File: config.mk
export PLATFORM = sky130hd
export DESIGN_NAME = sdm_stream_scheduler
export DESIGN_NICKNAME = d
export VERILOG_FILES = /design/src/rtl/sdm_pkg.sv /design/src/rtl/sdm_tick_gen.sv /design/src/rtl/sdm_stream_scheduler.sv
export SDC_FILE = /design/constraint.sdc
export NUM_CORES = 1
export LEC_CHECK = 0
export ABC_CLOCK_PERIOD_IN_PS = 2900
export BUFFER_PORTS_ARGS = -buffer_cell sky130_fd_sc_hd__buf_4
export CAP_MARGIN = 40
export CORE_MARGIN = 8
export CORE_UTILIZATION = 55
export CTS_CLUSTER_DIAMETER = 120
export DETAILED_ROUTE_END_ITERATION = 16
export PLACE_DENSITY = 0.81
export SYNTH_ARGS = -nofsm -noshare
export SYNTH_HDL_FRONTEND = slang
export SYNTH_HIERARCHICAL = 1
export SYNTH_SLANG_ARGS = --single-unit
File: constraint.sdc
create_clock -name clk -period 2.9 [get_ports clk]
set_clock_uncertainty 0.1 [all_clocks]
set_input_delay 0.145 -clock clk [delete_from_list [all_inputs] [get_ports clk]]
set_output_delay 0.145 -clock clk [all_outputs]
set_load 0.02 [all_outputs]
File: src/rtl/sdm_pkg.sv
// Shared types and constants for the stereo SDM datapath sequencing logic.
package sdm_pkg;

    localparam int unsigned AUDIO_DW       = 16;
    localparam int unsigned UNDERRUN_CNT_W = 8;

    typedef enum logic [1:0] {
        SCHED_IDLE  = 2'd0,
        SCHED_PRIME = 2'd1,
        SCHED_RUN   = 2'd2
    } sched_state_t;

    typedef struct packed {
        logic signed [AUDIO_DW-1:0] left;
        logic signed [AUDIO_DW-1:0] right;
    } audio_frame_t;

endpackage

File: src/rtl/sdm_tick_gen.sv
// Oversampling tick generator: clock divider plus per-frame tick counter,
// both held at zero while run is low.
module sdm_tick_gen #(
    parameter int unsigned CLK_DIV = 4,
    parameter int unsigned OSR     = 64
) (
    input  logic clk,
    input  logic rst_n,
    input  logic run,
    output logic tick,
    output logic boundary
);

    localparam int unsigned DIV_W = (CLK_DIV > 1) ? $clog2(CLK_DIV) : 1;
    localparam int unsigned OSR_W = (OSR > 1) ? $clog2(OSR) : 1;

    logic [DIV_W-1:0] div_q;
    logic [OSR_W-1:0] osr_q;

    // Strobes decode purely from the counter registers and the registered run.
    always_comb begin
        tick     = run && (div_q == DIV_W'(CLK_DIV - 1));
        boundary = tick && (osr_q == OSR_W'(OSR - 1));
    end

    always_ff @(posedge clk or negedge rst_n) begin
        if (!rst_n) begin
            div_q <= '0;
            osr_q <= '0;
        end else if (!run) begin
            div_q <= '0;
            osr_q <= '0;
        end else if (tick) begin
            div_q <= '0;
            osr_q <= boundary ? '0 : osr_q + OSR_W'(1);
        end else begin
            div_q <= div_q + DIV_W'(1);
        end
    end

endmodule

File: src/rtl/sdm_stream_scheduler.sv
// Stream-to-SDM sequencing controller: frame intake, hold registers and tick strobes.
// Optional saturating underrun counter enabled by SDM_SCHED_UNDERRUN_CNT_EN.
module sdm_stream_scheduler
    import sdm_pkg::*;
#(
    parameter int unsigned CLK_DIV = 4,
    parameter int unsigned OSR     = 64,
    parameter int unsigned DW      = 16
) (
    input  logic                      clk,
    input  logic                      rst_n,
    input  logic                      enable,
    input  logic                      s_valid,
    output logic                      s_ready,
    input  logic [DW-1:0]             s_left,
    input  logic [DW-1:0]             s_right,
    output logic                      dac_valid,
    output logic [DW-1:0]             dac_left,
    output logic [DW-1:0]             dac_right,
    output logic                      adc_valid,
    output logic                      frame_tick,
    output logic                      underrun,
    output logic [UNDERRUN_CNT_W-1:0] underrun_cnt,
    output logic                      running
);

    sched_state_t state_q, state_d;

    logic          run;
    logic          tick;
    logic          boundary;
    logic          handshake;
    logic          leave_run;
    logic          pend_full;
    logic [DW-1:0] pend_left;
    logic [DW-1:0] pend_right;

    assign run       = (state_q == SCHED_RUN);
    assign handshake = s_valid && s_ready;
    assign leave_run = run && (state_d == SCHED_IDLE);

    sdm_tick_gen #(
        .CLK_DIV (CLK_DIV),
        .OSR     (OSR)
    ) u_tick_gen (
        .clk      (clk),
        .rst_n    (rst_n),
        .run      (run),
        .tick     (tick),
        .boundary (boundary)
    );

    always_ff @(posedge clk or negedge rst_n) begin
        if (!rst_n) begin
            state_q <= SCHED_IDLE;
        end else begin
            state_q <= state_d;
        end
    end

    // A handshake in PRIME wins over a simultaneous enable drop.
    always_comb begin
        state_d = state_q;
        case (state_q)
            SCHED_IDLE: begin
                if (enable) state_d = SCHED_PRIME;
            end
            SCHED_PRIME: begin
                if (s_valid)      state_d = SCHED_RUN;
                else if (!enable) state_d = SCHED_IDLE;
            end
            SCHED_RUN: begin
                if (boundary && !enable) state_d = SCHED_IDLE;
            end
            default: state_d = SCHED_IDLE;
        endcase
    end

    always_comb begin
        s_ready    = 1'b0;
        running    = 1'b0;
        dac_valid  = 1'b0;
        adc_valid  = 1'b0;
        frame_tick = 1'b0;
        underrun   = 1'b0;
        case (state_q)
            SCHED_PRIME: begin
                s_ready = 1'b1;
            end
            SCHED_RUN: begin
                s_ready    = !pend_full;
                running    = 1'b1;
                dac_valid  = tick;
                adc_valid  = tick;
                frame_tick = boundary && pend_full;
                underrun   = boundary && !pend_full;
            end
            default: ;
        endcase
    end

    // Pending buffer and hold registers; leaving RUN drops everything.
    always_ff @(posedge clk or negedge rst_n) begin
        if (!rst_n) begin
            pend_full  <= 1'b0;
            pend_left  <= '0;
            pend_right <= '0;
            dac_left   <= '0;
            dac_right  <= '0;
        end else if (leave_run) begin
            pend_full  <= 1'b0;
            pend_left  <= '0;
            pend_right <= '0;
            dac_left   <= '0;
            dac_right  <= '0;
        end else if (state_q == SCHED_PRIME) begin
            if (handshake) begin
                dac_left  <= s_left;
                dac_right <= s_right;
            end
        end else if (run) begin
            if (frame_tick) begin
                dac_left  <= pend_left;
                dac_right <= pend_right;
                pend_full <= 1'b0;
            end
            if (handshake) begin
                pend_left  <= s_left;
                pend_right <= s_right;
                pend_full  <= 1'b1;
            end
        end
    end

`ifdef SDM_SCHED_UNDERRUN_CNT_EN
    // Saturating count; survives IDLE, cleared only by reset.
    always_ff @(posedge clk or negedge rst_n) begin
        if (!rst_n) begin
            underrun_cnt <= '0;
        end else if (underrun && (underrun_cnt != {UNDERRUN_CNT_W{1'b1}})) begin
            underrun_cnt <= underrun_cnt + UNDERRUN_CNT_W'(1);
        end
    end
`else
    assign underrun_cnt = '0;
`endif

endmodule

# Yosys cells after proc, flatten, opt, wreduce, memory -nomap -nowiden
# Cells that the tools add are included.
# totals
ff_bits	75
output_inout_bits	46
# classes
addsub	2
mux	36
n_reduce_logical	19
n_eq_ne	7
# ops
cell	count
16-bit 2-to-1 mux	16
6-bit 2-to-1 mux	3
2-bit 2-to-1 mux	6
1-bit 2-to-1 mux	9
3-bit AND reduction	3
3-bit nonzero test	3
1-bit logical AND	7
6-bit by 1-bit adder with 6-bit output, second input constant	1
6-bit == test, second input constant	1
2-bit one-hot mux with 3 select lines	1
2-bit == test, second input constant	2
2-bit zero test	2
2-bit nonzero test	2
3-bit != test, second input constant	1
2-bit by 1-bit adder with 2-bit output, second input constant	1
2-bit by 1-bit == test with 1-bit output, second input constant	1
1-bit zero test	2
2-bit by 1-bit != test with 1-bit output, second input constant	1
2-bit != test, second input constant	1
1-bit one-hot mux with 2 select lines	1

# Depth between registers and ports, before layout
# Gate-level depths: netlist of the first run.
# logic_depth
ltp_word	10
ltp_mapped	11
depth_no_buf	9

# Modules after synthesis
# Netlist of the first run, hierarchy kept.
# modules_own_cells
mod	area_each_um2	cells_per_inst	n_inst
sdm_stream_scheduler	3807.4	391	1
sdm_tick_gen	426.7	41	1

# Worst setup path before layout of the first run
# Ideal clock, no wire load.
# synth_timing
kind	register to register
startpoint	reg state_q[0]
endpoint	reg dac_left[10]
setup_ns	0.087
arrival_ns	2.331
path_stages_with_launch	11
t_required_ns	2.713
setup_slack_ns	0.383
synth_period_minus_slack_ns	2.517
path_cell_list	dfrtp_1 inv_1 ha_1 and2_2 and2_1 and3_1 mux2_2 buf_6 buf_2 nor2_1 a211oi_2
# synth_rtl
item	line	text
start, declared	sdm_stream_scheduler.sv:27	sched_state_t state_q, state_d;
start signal, assigned	sdm_stream_scheduler.sv:57	state_q <= state_d;
2-bit == test	sdm_stream_scheduler.sv:38	assign run = (state_q == SCHED_RUN);
1-bit logical AND	sdm_tick_gen.sv:22	tick = run && (div_q == DIV_W'(CLK_DIV - 1));
named net tick	sdm_stream_scheduler.sv:30	logic tick;
1-bit logical AND	sdm_tick_gen.sv:23	boundary = tick && (osr_q == OSR_W'(OSR - 1));
named net boundary	sdm_stream_scheduler.sv:31	logic boundary;
1-bit logical AND	sdm_stream_scheduler.sv:95	frame_tick = boundary && pend_full;
1-bit 2-to-1 mux	sdm_stream_scheduler.sv:86	case (state_q)
named net frame_tick	sdm_stream_scheduler.sv:21	output logic frame_tick,
3-bit nonzero test (no source line)	-	
3-bit AND reduction (no source line)	-	
end signal, assigned	sdm_stream_scheduler.sv:118	dac_left <= s_left;
end signal, assigned	sdm_stream_scheduler.sv:123	dac_left <= pend_left;
end, declared	sdm_stream_scheduler.sv:18	output logic [DW-1:0] dac_left,
# The timed path passes the listed nets, and every way through them passes these cells.
# A chain may end at the register's enable or synchronous reset.

# Worst setup path in the final report of the first run
# layout_timing
startpoint	reg state_q[0]
endpoint	reg dac_left[11]
# layout_via
elab_chain_len	10
# layout_rtl
item	line	text
2-bit == test	sdm_stream_scheduler.sv:38, sdm_stream_scheduler.sv:64, sdm_stream_scheduler.sv:86	
1-bit logical AND	sdm_tick_gen.sv:22	
1-bit logical AND	sdm_tick_gen.sv:23	
1-bit logical AND	sdm_stream_scheduler.sv:73	if (boundary && !enable) state_d = SCHED_IDLE;
2-bit 2-to-1 mux	sdm_stream_scheduler.sv:73	
2-bit one-hot mux with 3 select lines	sdm_stream_scheduler.sv:64	case (state_q)
2-bit zero test	sdm_stream_scheduler.sv:40	assign leave_run = run && (state_d == SCHED_IDLE);
1-bit logical AND	sdm_stream_scheduler.sv:40	
3-bit != test (no source line) or 3-bit nonzero test (tied branches)	-	
3-bit AND reduction (no source line)	-	
# Parallel ways exist; a longest one is shown, timed or not.

==> results.ini, run 1 <==
[timing]
rsz0062_at_grt = no
maxSlewViolCount = 0
fin_setup_tns_ps = 0
max_freq_mhz = 375
finalCriticalPeriod_ps = 2670
tightest_slew_ps = 576
period_share = 0.920
worst_slack_ps = 232
slew_headroom = 0.616
setup_viol = 0
hold_viol = 0

[cts]
tritoncts = built
worstSkewPairLatency_ps = 340
clockRootBuffer = clkbuf_8
cts_buffer_depth = 2
clkSlewWorstSetupHoldPaths_ps = 80
cts_sinks = 75
cts_max_level = 3
numCtsBuffers = 9

[floorplanning]
dieArea_um2 = 10800
design.core.area_um2 = 7610
die_width_um = 104
std_cell_rows = 32
io_pins = 82
fp.dieH_um = 104
start_util = 0.557

[setup_path]
crit_arrival_ps = 2830
startpoint_type = register
critPathKind = reg -> reg
required_ps = 3060
end_kind = register
critPathMaxFanout = 46

[cells_and_area]
drive_gt1_frac = 0.303
layout.nets = 539
multi_input_area_um2 = 2100
seqCellArea_um2 = 1880
fin_cells = 601
layout_commonest_cell = nor2_1
stdcell_area_um2 = 5050
area_growth_syn_to_layout_pct = 19.2
layout_common_cells = nor2_1 (109), buf_4 (81), dfrtp_1 (75)
diodes = 0
fillers = 623

[synth]
seq_area_frac_synth = 0.443
ys.flop_type = dfrtp_1
syn_area_um2 = 4230
synthCells = 432
async_reset_ff_frac = 1.00
synth_top_area_cell = dfrtp_1
ys_types = 42
synthTopCellsByArea = dfrtp_1 (44%), nor2_1 (9.7%), a211oi_2 (9.5%), mux2i_1 (7.8%), or3_1 (4.7%)
yosysTopAreaCellShare = 0.443
syn_avg_cell_area_um2 = 9.80
ys_ff_latch = 75
synth_edf_count = 0
yosysWarnings = 6

[global_route]
antenna_found_initial = 0
grt_pass1_vias = 3444
grt_start_max_net_pins = 47
track_usage = 0.188
grt_pass1_wl_um = 16900
grt_overflow = 0

[drt]
wl_per_cell_um = 16.5
drc = 0
antenna_left = 0
totalWireLength_um = 9910
drt_iter0_markers = 149
vias = 3346
post_drt_via_cell_ratio = 5.57
dr.pass1.iters = 4

[place]
port-buffer-count = 73
hpwl_um = 6730
place_inst = 585
place_ws_ps = 278
place_area_um2 = 4830
gp_congestion = 0.799

[job]
cap_violations = 0

[power]
p_per_area_nw_per_um2 = 824
leakagePower_nw = 2.19
ir_drop_uv = 501

[outcome]
status = finished clean

[min_path]
hp-class = in -> reg

through the flow:
| stage | power, mW | hold slack (ps) | util |
|---|---|---|---|
| 4_1_cts | 4.20 | 69.5 | 0.664 |
| 3_3_place_gp | 3.24 | 257 | 0.630 |
| 5_1_grt | 4.43 | 80.5 | 0.664 |
| 6_report | 4.16 | 84.5 | 0.664 |
| 3_5_place_dp | 3.33 | 38.7 | 0.635 |
| 2_1_floorplan | 2.72 | -251 | - |
worst max-delay path, stage by stage (launching register included):
cell	delay, ps
dfrtp_1	450
inv_1	150
ha_1	180
buf_4	230
nor2b_4	230
o211a_4	170
mux2_2	460
buf_12	310
nor2_1	80
a211oi_2	200
flip-flops by register name, summed over array words and instances, names as in the netlist:
register,cells
u_tick_gen/div_q,2
pend_full,1
state_q,2
dac_right,16
u_tick_gen/osr_q,6
dac_left,16
pend_left,16
pend_right,16
final cells by class:
type / count / share of cell area
well taps: 102 / 0.0253
repair buffers: 87 / 0.142
multi-input cells: 318 / 0.417
clock inverters: 5 / 0.0156
flip-flops and latches: 75 / 0.372
clock buffers: 10 / 0.0253
inverters: 4 / 0.00297
routing by layer:
layer,global-route usage,vias up,part of all wire
met5,0,-,0
met4,0.0651,0,0.011
met3,0.0508,12,0.062
met2,0.307,106,0.49
met1,0.234,1626,0.44
li1,-,1602,-
final timing paths:
| check | cells past startpoint | slack, ps | from | to |
|---|---|---|---|---|
| min | 3 | 80 | s_valid | state_q[1] |
| min in group asynchronous | 2 | 200 | rst_n | dac_left[10] |
| max reg2reg | 9 | 230 | state_q[0] | dac_left[11] |
| min reg2reg | 1 | 380 | u_tick_gen/div_q[0] | u_tick_gen/div_q[0] |
| max | 9 | 230 | state_q[0] | dac_left[11] |
| max in group asynchronous | 3 | 1920 | rst_n | pend_left[8] |
repair_timing:
item                      in CTS  in global routing
hold buffers                   1                  0
buffers inserted               0                  0
hold endpoints to repair      36                  0
resized for setup              0                  0
synthesized netlist by cell type, types with 2 or more instances:
| cell | count |
|---|---|
| nand4_1 | 2 |
| a21oi_1 | 4 |
| and2_1 | 5 |
| xnor2_1 | 2 |
| nor2_1 | 109 |
| nor3_1 | 24 |
| inv_1 | 4 |
| clkbuf_1 | 9 |
| nand3b_1 | 2 |
| nand2_1 | 5 |
| buf_4 | 14 |
| nand2b_1 | 4 |
| ha_1 | 8 |
| nand3_1 | 3 |
| buf_6 | 6 |
| o22ai_1 | 3 |
| buf_2 | 12 |
| nor2b_1 | 4 |
| or3_1 | 32 |
| mux2i_1 | 33 |
| nor3_2 | 9 |
| and3_1 | 2 |
| a211oi_2 | 32 |
| o21ai_0 | 12 |
| dfrtp_1 | 75 |
logic make-up (layout without fill, tap and decap cells):
group / Yosys count / in the layout / share of synthesized area
flip-flops: 75 / 75 / 0.443
XOR/XNOR: 2 / 2 / 0.00414
AND/OR/NAND/NOR: 206 / 206 / 0.241
buffers and inverters: 46 / 106 / 0.0674
adder cells (fa/ha/maj): 8 / 8 / 0.0236
AO/OA/AOI/OAI: 60 / 60 / 0.139
other: 1 / 8 / 0.000886
multiplexers: 34 / 34 / 0.0807
where the power goes:
| group | switching [mW] | leakage (nW) | internal [mW] |
|---|---|---|---|
| sequential | 0.139 | 1.03 | 1.26 |
| clock | 0.378 | 0.106 | 0.479 |
| combinational | 1.11 | 1.06 | 0.801 |
| total | 1.62 | 2.19 | 2.54 |
Note: power is estimated with default switching activity, not from simulation.
==> inputs of run 2 (changes only) <==
ABC_AREA = 1   (was unset)
PLACE_DENSITY = 0.82   (was 0.81)
==> results.ini, run 2 <==
[timing]
period_share = 0.917
hold_viol = 0
maxSlewViolCount = 0
max_freq_mhz = 376
rsz0062_at_grt = no
fin_setup_tns_ps = 0
setup_viol = 0
fin_hold_ws_ps = 19.4
finalCriticalPeriod_ps = 2660

[setup_path]
crit_slowest_cell = dfrtp_1
startpoint_type = register
startpoint = state_q[0]
reg2reg_depth = 14
path_cells = inv_1, ha_1, nand2_2, nor3_1, nand2_1, nand3_1, nand3_1, nand2_1, nand3_4, nand2_2, nand2_4, nand2_8, nand2_1, nand2_1
end_kind = register
critPathMaxStageDelay_ps = 420
critPathMaxFanout = 34
r2r-end = dac_right[10]
cp_common_cell = nand2_1
crit_arrival_ps = 2840
required_ps = 3080
critPathKind = reg -> reg
worst-r2r-setup-slack_ps = 240
r2r_start = state_q[0]

[cells_and_area]
seqCellArea_um2 = 1880
fin_cells = 654
fillers = 491
layout_common_cells = nand2_1 (155), buf_4 (77), dfrtp_1 (75)
area_growth_syn_to_layout_pct = 29.8
diodes = 0
layout.nets = 597
drive_gt1_frac = 0.197
post-route-util = 0.736
multi_input_area_um2 = 1780
layout_commonest_cell = nand2_1

[global_route]
grt_pass1_wl_um = 16400
grt_overflow = 0
antenna_found_initial = 0
grt_start_max_net_pins = 65
track_usage = 0.205
grt_pass1_vias = 3406

[synth]
netlist_top_cells_count = nand2_1 (155), dfrtp_1 (75), nor2_1 (39)
synth.most_common_cell = nand2_1
seq_area_frac_synth = 0.487
syn_avg_cell_area_um2 = 8.41
ys.flop_type = dfrtp_1
async_reset_ff_frac = 1.00
syn_area_um2 = 3850
synth_edf_count = 0
synthTopCellsByArea = dfrtp_1 (49%), nand2_1 (15%), mux2i_1 (8.3%), nand3_1 (4.9%), o21ai_1 (4.5%)
synth_top_area_cell = dfrtp_1
ys_ff_latch = 75
yosysWarnings = 6
synthCells = 458
ys_types = 27
yosysTopAreaCellShare = 0.487

[cts]
tritoncts = built
cts_buffer_depth = 2
cts_sinks = 75
cts_max_level = 3
clockRootBuffer = clkbuf_8
clkSlewWorstSetupHoldPaths_ps = 80
numCtsBuffers = 9
worstSkewPairLatency_ps = 350

[power]
power_mw = 5.01
leakagePower_nw = 2.59
p_per_area_nw_per_um2 = 1000
ir_drop_uv = 515

[floorplanning]
start_util = 0.567
dieArea_um2 = 9940
design.core.area_um2 = 6790
fp.dieH_um = 99.7
std_cell_rows = 30
io_pins = 82
die_width_um = 99.7

[drt]
m1WireLength_um = 4260
antenna_left = 0
post_drt_via_cell_ratio = 5.14
wl_met2_um = 4590
dr_wl_met3_um = 635
drt_iter0_markers = 210
totalWireLength_um = 9620
drc = 0
vias = 3361
wl_per_cell_um = 14.7
dr.pass1.iters = 5
dr.max_layer_used = met4

[outcome]
status = finished clean

[min_path]
hp-class = in -> reg
holdPathEnd = pend_left[14]
hp-start = s_left[14]
hold_depth = 3

[place]
port-buffer-count = 73
hpwl_um = 6400
place_inst = 605
gp_congestion = 0.903

[job]
cap_violations = 0

[run 2: worst max-delay path, delay by kind of cell (launching register included)]
family / cells / cell delay (ps)
buf+inv: 1 / 130
simple gates: 12 / 1740
fa+ha+maj: 1 / 200
flops: 1 / 420
[run 2: how the worst max path moves through the flow]
stage | end | slack [ps] | depth (start not counted)
CTS | dac_right[10] | 110 | 14
global placement | dac_right[12] | 270 | 14
floorplan | dac_left[0] | 330 | 12
detailed placement | dac_left[6] | 130 | 14
finish | dac_right[10] | 240 | 14
global route | pend_left[14] | 20 | 13
[run 2: routing by layer]
| layer | up-vias | track usage |
|---|---|---|
| li1 | 1647 | - |
| met5 | - | 0 |
| met3 | 12 | 0.0510 |
| met1 | 1574 | 0.266 |
| met2 | 128 | 0.322 |
| met4 | 0 | 0.0722 |
[run 2: per-stage QoR]
step | setup WS [ps] | cell area, um^2
2_1_floorplan | 331 | 3880
3_3_place_gp | 274 | 4380
3_5_place_dp | 131 | 4410
4_1_cts | 110 | 4950
5_1_grt | 17.8 | 5000
6_report | 241 | 5000
[run 2: cells by family (layout without fill, tap and decap cells)]
logic type | after synthesis | in the layout | synth area share
AND/OR/NAND/NOR | 246 | 247 | 0.272
flip-flops | 75 | 75 | 0.487
buffers and inverters | 53 | 145 | 0.0705
AO/OA/AOI/OAI | 42 | 42 | 0.0575
multiplexers | 32 | 32 | 0.0832
adder cells (fa/ha/maj) | 8 | 8 | 0.0260
other | 1 | 8 | 0.000974
XOR/XNOR | 1 | 1 | 0.00227
[run 2: repair_timing]
item	4_1_cts	5_1_grt
gates resized for setup	0	5
setup buffers	0	0
endpoints found under the hold margin	61	0
hold buffers	32	0
setup endpoints to repair	0	64
[run 2: cell type report]
class | instances | share of cell area
clock inverter | 5 | 0.0170
tap | 96 | 0.0240
multi-input combinational | 338 | 0.356
timing repair buffer | 110 | 0.185
inverter | 19 | 0.0145
sequential | 75 | 0.375
clock buffer | 11 | 0.0283
[run 2: power breakdown]
group	internal, mW	switching (mW)
clock	0.513	0.397
sequential	1.49	0.279
combinational	0.949	1.38
